## src/rtl/mdu_ctrl.sv

```systemverilog
// -----------------------------------------------------------------------------
// mdu_ctrl
//
// Multi-cycle multiply/divide sequencer for the EXE stage. Owns the HI/LO
// registers and supplies the low 32 bits of the last MUL product.
//
// Operation:
//   - MULT/MULTU/MUL/DIV/DIVU are multi-cycle. The pipeline is stalled while
//     one of them is in flight.
//   - MTHI/MTLO write HI/LO in one cycle and do not stall.
//   - Flush aborts an operation in flight without touching any result register.
//
// Multiply:
//   The 64-bit product is registered at issue. It is released after
//   MUL_CYCLES busy cycles.
//
// Divide:
//   Restoring radix-2 division on absolute values, one quotient bit per cycle.
//   Signs are applied when the result is written.
//
// Ports:
//   clk          system clock
//   rst          synchronous active-high reset
//   EXE_MDUOp    operation code from EXE:
//                  0 NOP, 1 MULT, 2 MULTU, 3 MUL, 4 DIV, 5 DIVU, 6 MTHI, 7 MTLO
//                  any other code is a NOP
//   EXE_ResultA  rs operand (dividend / multiplicand / MTHI-MTLO source)
//   EXE_ResultB  rt operand (divisor / multiplier)
//   EXE_Valid    EXE holds a live instruction
//   Flush        kill the EXE instruction and abort any operation in flight
//   MDU_Busy     stall request to the pipeline (combinational)
//   MDU_Done     one-cycle pulse while in DONE
//   MUL_Out      low word of the last MUL result
//   HI_Out       HI register
//   LO_Out       LO register
// -----------------------------------------------------------------------------
module mdu_ctrl #(
    parameter int MUL_CYCLES = 2
) (
    input  logic        clk,
    input  logic        rst,
    input  logic [3:0]  EXE_MDUOp,
    input  logic [31:0] EXE_ResultA,
    input  logic [31:0] EXE_ResultB,
    input  logic        EXE_Valid,
    input  logic        Flush,
    output logic        MDU_Busy,
    output logic        MDU_Done,
    output logic [31:0] MUL_Out,
    output logic [31:0] HI_Out,
    output logic [31:0] LO_Out
);

    localparam logic [3:0] OP_MULT  = 4'b0001;
    localparam logic [3:0] OP_MULTU = 4'b0010;
    localparam logic [3:0] OP_MUL   = 4'b0011;
    localparam logic [3:0] OP_DIV   = 4'b0100;
    localparam logic [3:0] OP_DIVU  = 4'b0101;
    localparam logic [3:0] OP_MTHI  = 4'b0110;
    localparam logic [3:0] OP_MTLO  = 4'b0111;

    localparam logic [4:0] MUL_LOAD = 5'(MUL_CYCLES - 1);
    localparam logic [4:0] DIV_LOAD = 5'd31;

    typedef enum logic [1:0] {
        ST_IDLE = 2'b00,
        ST_BUSY = 2'b01,
        ST_DONE = 2'b10
    } state_t;

    // Returns 1 for the three multiply opcodes.
    function automatic logic op_is_mul(input logic [3:0] op);
        logic r;
        case (op)
            OP_MULT, OP_MULTU, OP_MUL: r = 1'b1;
            default:                   r = 1'b0;
        endcase
        return r;
    endfunction

    // Returns 1 for the two divide opcodes.
    function automatic logic op_is_div(input logic [3:0] op);
        logic r;
        case (op)
            OP_DIV, OP_DIVU: r = 1'b1;
            default:         r = 1'b0;
        endcase
        return r;
    endfunction

    // Two's-complement magnitude of a 32-bit value when neg is set.
    function automatic logic [31:0] abs32(input logic [31:0] v, input logic neg);
        logic [31:0] r;
        if (neg) begin
            r = 32'd0 - v;
        end else begin
            r = v;
        end
        return r;
    endfunction

    // ---------------------------------------------------------------------
    // Registers
    // ---------------------------------------------------------------------
    state_t      state_r;
    logic [3:0]  op_r;
    logic [4:0]  cnt_r;
    logic [63:0] prod_r;
    logic [31:0] rem_r;
    logic [31:0] quo_r;
    logic [31:0] dvsr_r;
    logic [31:0] dividend_r;
    logic        q_neg_r;
    logic        r_neg_r;
    logic        div_zero_r;
    logic [31:0] hi_r;
    logic [31:0] lo_r;
    logic [31:0] mul_out_r;
    logic        done_r;

    // ---------------------------------------------------------------------
    // Combinational decode and datapath
    // ---------------------------------------------------------------------
    logic        multi_op_s;
    logic        issue_s;
    logic        mt_write_s;
    logic        mul_signed_s;
    logic        div_signed_s;
    logic [63:0] a_ext_s;
    logic [63:0] b_ext_s;
    logic [63:0] mul_prod_s;
    logic [32:0] shift_s;
    logic [32:0] trial_s;
    logic [31:0] rem_nxt_s;
    logic [31:0] quo_nxt_s;
    logic [31:0] q_fin_s;
    logic [31:0] r_fin_s;

    assign multi_op_s = op_is_mul(EXE_MDUOp) | op_is_div(EXE_MDUOp);
    assign issue_s    = (state_r == ST_IDLE) & EXE_Valid & ~Flush & multi_op_s;
    assign mt_write_s = (state_r == ST_IDLE) & EXE_Valid & ~Flush &
                        ((EXE_MDUOp == OP_MTHI) | (EXE_MDUOp == OP_MTLO));

    assign mul_signed_s = (EXE_MDUOp == OP_MULT) | (EXE_MDUOp == OP_MUL);
    assign div_signed_s = (EXE_MDUOp == OP_DIV);

    // Sign- or zero-extending both operands to 64 bits makes the low 64 bits
    // of an unsigned multiply equal to the signed product when needed.
    assign a_ext_s    = mul_signed_s ? {{32{EXE_ResultA[31]}}, EXE_ResultA}
                                     : {32'd0, EXE_ResultA};
    assign b_ext_s    = mul_signed_s ? {{32{EXE_ResultB[31]}}, EXE_ResultB}
                                     : {32'd0, EXE_ResultB};
    assign mul_prod_s = a_ext_s * b_ext_s;

    // One restoring-division step. The partial remainder never exceeds the
    // divisor, so 33 bits cover the shifted value.
    assign shift_s   = {rem_r, quo_r[31]};
    assign trial_s   = shift_s - {1'b0, dvsr_r};
    assign rem_nxt_s = trial_s[32] ? shift_s[31:0] : trial_s[31:0];
    assign quo_nxt_s = {quo_r[30:0], ~trial_s[32]};

    // Final signed fix-up of the last step.
    // The divide-by-zero result is forced rather than derived from the array.
    always_comb begin
        q_fin_s = 32'd0;
        r_fin_s = 32'd0;
        if (div_zero_r) begin
            q_fin_s = 32'hFFFF_FFFF;
            r_fin_s = dividend_r;
        end else begin
            q_fin_s = abs32(quo_nxt_s, q_neg_r);
            r_fin_s = abs32(rem_nxt_s, r_neg_r);
        end
    end

    // Stall request: asserted while an op is being accepted or is in flight.
    always_comb begin
        MDU_Busy = 1'b0;
        if (rst) begin
            MDU_Busy = 1'b0;
        end else if (issue_s) begin
            MDU_Busy = 1'b1;
        end else if ((state_r == ST_BUSY) && !Flush) begin
            MDU_Busy = 1'b1;
        end else begin
            MDU_Busy = 1'b0;
        end
    end

    // Sequencer FSM: issue, iterate, write results, HI/LO ownership.
    always_ff @(posedge clk) begin
        if (rst) begin
            state_r    <= ST_IDLE;
            op_r       <= 4'd0;
            cnt_r      <= 5'd0;
            prod_r     <= 64'd0;
            rem_r      <= 32'd0;
            quo_r      <= 32'd0;
            dvsr_r     <= 32'd0;
            dividend_r <= 32'd0;
            q_neg_r    <= 1'b0;
            r_neg_r    <= 1'b0;
            div_zero_r <= 1'b0;
            hi_r       <= 32'd0;
            lo_r       <= 32'd0;
            mul_out_r  <= 32'd0;
            done_r     <= 1'b0;
        end else begin
            case (state_r)
                ST_IDLE: begin
                    done_r <= 1'b0;
                    if (issue_s) begin
                        state_r <= ST_BUSY;
                        op_r    <= EXE_MDUOp;
                        if (op_is_mul(EXE_MDUOp)) begin
                            cnt_r  <= MUL_LOAD;
                            prod_r <= mul_prod_s;
                        end else begin
                            cnt_r      <= DIV_LOAD;
                            rem_r      <= 32'd0;
                            quo_r      <= abs32(EXE_ResultA, div_signed_s & EXE_ResultA[31]);
                            dvsr_r     <= abs32(EXE_ResultB, div_signed_s & EXE_ResultB[31]);
                            dividend_r <= EXE_ResultA;
                            q_neg_r    <= div_signed_s & (EXE_ResultA[31] ^ EXE_ResultB[31]);
                            r_neg_r    <= div_signed_s & EXE_ResultA[31];
                            div_zero_r <= (EXE_ResultB == 32'd0);
                        end
                    end else if (mt_write_s) begin
                        if (EXE_MDUOp == OP_MTHI) begin
                            hi_r <= EXE_ResultA;
                        end else begin
                            lo_r <= EXE_ResultA;
                        end
                    end else begin
                        state_r <= ST_IDLE;
                    end
                end

                ST_BUSY: begin
                    if (Flush) begin
                        // Abort: nothing is written, no done pulse.
                        state_r <= ST_IDLE;
                        done_r  <= 1'b0;
                    end else if (cnt_r == 5'd0) begin
                        state_r <= ST_DONE;
                        done_r  <= 1'b1;
                        case (op_r)
                            OP_MULT, OP_MULTU: begin
                                hi_r <= prod_r[63:32];
                                lo_r <= prod_r[31:0];
                            end
                            OP_MUL: begin
                                mul_out_r <= prod_r[31:0];
                            end
                            OP_DIV, OP_DIVU: begin
                                hi_r <= r_fin_s;
                                lo_r <= q_fin_s;
                            end
                            default: begin
                                hi_r <= hi_r;
                            end
                        endcase
                    end else begin
                        cnt_r  <= cnt_r - 5'd1;
                        done_r <= 1'b0;
                        if (op_is_div(op_r)) begin
                            rem_r <= rem_nxt_s;
                            quo_r <= quo_nxt_s;
                        end else begin
                            rem_r <= rem_r;
                        end
                    end
                end

                ST_DONE: begin
                    state_r <= ST_IDLE;
                    done_r  <= 1'b0;
                end

                default: begin
                    state_r <= ST_IDLE;
                    done_r  <= 1'b0;
                end
            endcase
        end
    end

    assign MDU_Done = done_r;
    assign MUL_Out  = mul_out_r;
    assign HI_Out   = hi_r;
    assign LO_Out   = lo_r;

endmodule

```

## config.mk

```make
export PLATFORM = sky130hd
export DESIGN_NAME = mdu_ctrl
export DESIGN_NICKNAME = d
export VERILOG_FILES = /design/src/rtl/mdu_ctrl.sv
export SDC_FILE = /design/constraint.sdc
export NUM_CORES = 2
export LEC_CHECK = 0
export ABC_CLOCK_PERIOD_IN_PS = 16000
export CORE_MARGIN = 10
export CORE_UTILIZATION = 45
export CTS_BUF_LIST = sky130_fd_sc_hd__clkbuf_8
export DETAILED_ROUTE_END_ITERATION = 8
export PLACE_DENSITY_LB_ADDON = 0.15
export SLEW_MARGIN = 30
export SYNTH_ARGS = -nofsm -noshare
export SYNTH_HDL_FRONTEND = slang
export SYNTH_SLANG_ARGS = --single-unit
```

## constraint.sdc

```tcl
create_clock -name clk -period 16 [get_ports clk]
set_clock_uncertainty 0.1 [all_clocks]
set_input_delay 1.6 -clock clk [delete_from_list [all_inputs] [get_ports clk]]
set_output_delay 1.6 -clock clk [all_outputs]
set_load 0.02 [all_outputs]
```

==> results.json <==
{
  "run_status": "complete, no violations",
  "number_of_top_level_pins": 170,
  "period_needed_ns": 12.19,
  "core_area_um2": 143800,
  "synth-seq-cells": 303,
  "grt_pass1_wl_mm": 345.4,
  "detailedPlacementHpwl_mm": 178.2,
  "ctsHoldBuffers": 0,
  "worst-slew-pin-transition_ns": 1.006,
  "synth_edf_count": 0,
  "report.final.slew_viol_count": 0,
  "fp.dieH_um": 400.8,
  "post_drt_wl_per_cell_um": 24.13,
  "criticalPathCategory": "input port to flip-flop",
  "finalSetupViolations": 0,
  "antenna_found_initial": 10,
  "floorplan.die.width_um": 400.8,
  "detailedRoute.firstPassIterationCount": 6,
  "cts_tree": "yes",
  "synth-compound-area-share_pct": 9.498,
  "via_per_inst": 5.491,
  "async_reset_ff_share_pct": 0,
  "synth_cell_type_count": 89,
  "worst_hold_path_type": "flip-flop to flip-flop",
  "timing.critical_path.fanout_max": 30,
  "worst_path_most_repeated_cell": "sky130_fd_sc_hd__fa_1",
  "synthMuxAreaShare_pct": 0.6941,
  "postCtsResizedCells": 0,
  "area_of_the_multi_input_gates_um2": 51350,
  "h-tree-depth": 2,
  "drive_gt1_share_pct": 4.045,
  "first_global_vias": 55150,
  "slew_headroom_pct": 32.93,
  "rsz_0062_raised_after_global_routing": "no",
  "drc": 0,
  "grt_overflow": 0,
  "buffer_ports.inserted": 169,
  "cts.path.max_buffers": 3,
  "synthesis.area_per_instance_um2": 8.669,
  "final_cell_mix": "sky130_fd_sc_hd__inv_1 (1647), sky130_fd_sc_hd__fa_1 (1420), sky130_fd_sc_hd__nand2_1 (1138)",
  "grt_start_max_net_pins": 91,
  "timing.fmax_mhz": 82.02,
  "tns_ns": 0,
  "cts_post_setup_buffers_inserted": 0,
  "cp-start-kind": "input port",
  "critical-path-max-stage-delay_ns": 0.87,
  "synth_ff_type": "sky130_fd_sc_hd__dfxtp_1",
  "worstPathArrival_ns": 12.62,
  "tritoncts.num_buffers": 51,
  "syn-cell-area_um2": 65260,
  "clkSinkCount": 303,
  "hold_viol": 0,
  "floorplan.initialDensity_pct": 45.37,
  "depth_of_the_worst_register_to_register_path": 22,
  "number_of_placement_rows": 139,
  "die_area_um2": 160600,
  "final.fill_count": 14060,
  "drtIter0Drc": 3743,
  "maxCapViolCount": 0,
  "part_of_the_cycle_the_worst_path_needs_pct": 76.20,
  "groute.usage.overall_pct": 28.01,
  "postSynthNetCount": 9367,
  "synthesized_area_fraction_occupied_by_and_or_nand_nor_cells_pct": 15.12,
  "largest_family_of_logic_cells_by_synthesized_area": "adder cells",
  "clock_latency_ns": 0.67,
  "crit_required_ns": 16.43,
  "yosys.area_share.xor_xnor_pct": 3.020,
  "mostFrequentLayoutCell": "sky130_fd_sc_hd__inv_1",
  "layout-area-overhead-vs-synth_pct": 6.206,
  "area.sequential_um2": 6067,
  "wirelength_routed_mm": 225.6,
  "yosysWarningCount": 0,
  "synth_adder_area_share_pct": 50.26,
  "via_count": 51330,
  "worst_hold_path.num_cells": 2,
  "cts.clk_slew.worst_paths_ns": 0.06,
  "root_buffer": "sky130_fd_sc_hd__clkbuf_8",
  "worst_setup_path_end_kind": "flip-flop",
  "post_synth_inst_count": 7528,
  "final_net_count": 9246,
  "synth.yosys.seq_area_share_pct": 9.295,
  "final_antenna_net_count": 0,
  "gpl.final_weighted_congestion": 0.9721,
  "cpMaxStageDelayCell": "sky130_fd_sc_hd__fa_1"
}
## registers in the layout (all words and copies together), names as in the netlist
| register | cells |
|---|---|
| dividend_r | 32 |
| prod_r | 64 |
| dvsr_r | 32 |
| MUL_Out | 32 |
| q_neg_r | 1 |
| quo_r | 32 |
| MDU_Done | 1 |
| r_neg_r | 1 |
| HI_Out | 32 |
| LO_Out | 32 |
| cnt_r | 5 |
| rem_r | 32 |
| op_r | 4 |
| state_r | 2 |
| div_zero_r | 1 |
## worst paths after layout
path         slack, ns                  endpoint                startpoint
max               3.81   prod_r[60]$_SDFFE_PP0P_              EXE_MDUOp[0]
min               0.35  MUL_Out[13]$_SDFFE_PP0P_  MUL_Out[13]$_SDFFE_PP0P_
max reg2reg       9.67   HI_Out[30]$_SDFFE_PP0P_    quo_r[31]$_SDFFE_PP0P_
min reg2reg       0.35  MUL_Out[13]$_SDFFE_PP0P_  MUL_Out[13]$_SDFFE_PP0P_
## worst max-delay path, delay by kind of cell
kind                       cells  cell delay, ns
AOI/OAI and AO/OA              6            1.95
adders and majority gates     11            6.05
buffers and inverters          9            1.69
and+or+nand+nor                7            1.25
## final cells by class
cell class | count | share of cell area (%)
clock buffers | 60 | 1.191
diodes | 3 | 0.01083
flip-flops and latches | 303 | 8.754
multi-input cells | 5135 | 74.09
well taps | 1903 | 3.435
repair buffers | 284 | 3.396
clock inverters | 28 | 0.2780
inverters | 1632 | 8.842
## stage by stage
step | worst slack (ns) | cell area, um2 | hold slack (ns) | utilization, % | std cells
after floorplan | 5.051 | 65260 | 0.3249 | - | 7528
after global placement | 3.198 | 68280 | 0.3379 | 47.47 | 9257
after detailed placement | 3.171 | 68280 | 0.3437 | 47.47 | 9257
after CTS | 3.845 | 69300 | 0.3521 | 48.18 | 9345
after global routing | 3.342 | 69300 | 0.3678 | 48.18 | 9346
final | 3.808 | 69310 | 0.3496 | 48.19 | 9348
## logic make-up after synthesis
logic type	count (synthesis)
adder cells (fa/ha/maj)	1770
AO/OA/AOI/OAI	937
buffers and inverters	2090
flip-flops	303
AND/OR/NAND/NOR	2161
XOR/XNOR	225
multiplexers	42
## layer usage
| metal | vias to the layer above | track usage, % | share of wire, % |
|---|---|---|---|
| met5 | - | 0 | 0.020 |
| li1 | 22650 | - | - |
| met1 | 26450 | 36.38 | 41 |
| met4 | 6 | 12.18 | 5.2 |
| met2 | 1823 | 46.16 | 46 |
| met3 | 401 | 4.446 | 7.0 |
## synthesized netlist by cell type, types with 34 or more instances
master                     count  share of area, %
sky130_fd_sc_hd__ha_1        347               6.7
sky130_fd_sc_hd__xnor2_1     147               2.0
sky130_fd_sc_hd__or3_1        34              0.33
sky130_fd_sc_hd__inv_1      1629               9.4
sky130_fd_sc_hd__xor2_1       78               1.0
sky130_fd_sc_hd__a21oi_1     323               2.5
sky130_fd_sc_hd__a211oi_1     94               1.1
sky130_fd_sc_hd__a311oi_1     40              0.54
sky130_fd_sc_hd__clkbuf_1    386               2.2
sky130_fd_sc_hd__nand2_1    1138               6.5
sky130_fd_sc_hd__nor3_1       54              0.41
sky130_fd_sc_hd__dfxtp_1     303               9.3
sky130_fd_sc_hd__fa_1       1420                44
sky130_fd_sc_hd__and2_1      370               3.5
sky130_fd_sc_hd__o21ai_0     124              0.95
sky130_fd_sc_hd__nor2_1      312               1.8
sky130_fd_sc_hd__a21o_1       52              0.60
sky130_fd_sc_hd__buf_1        58              0.33
sky130_fd_sc_hd__o31ai_1      34              0.39
sky130_fd_sc_hd__nand3_1      79              0.61
Power is not shown: default switching activity piles up to over one toggle a cycle in this logic, so the estimate is an artifact.
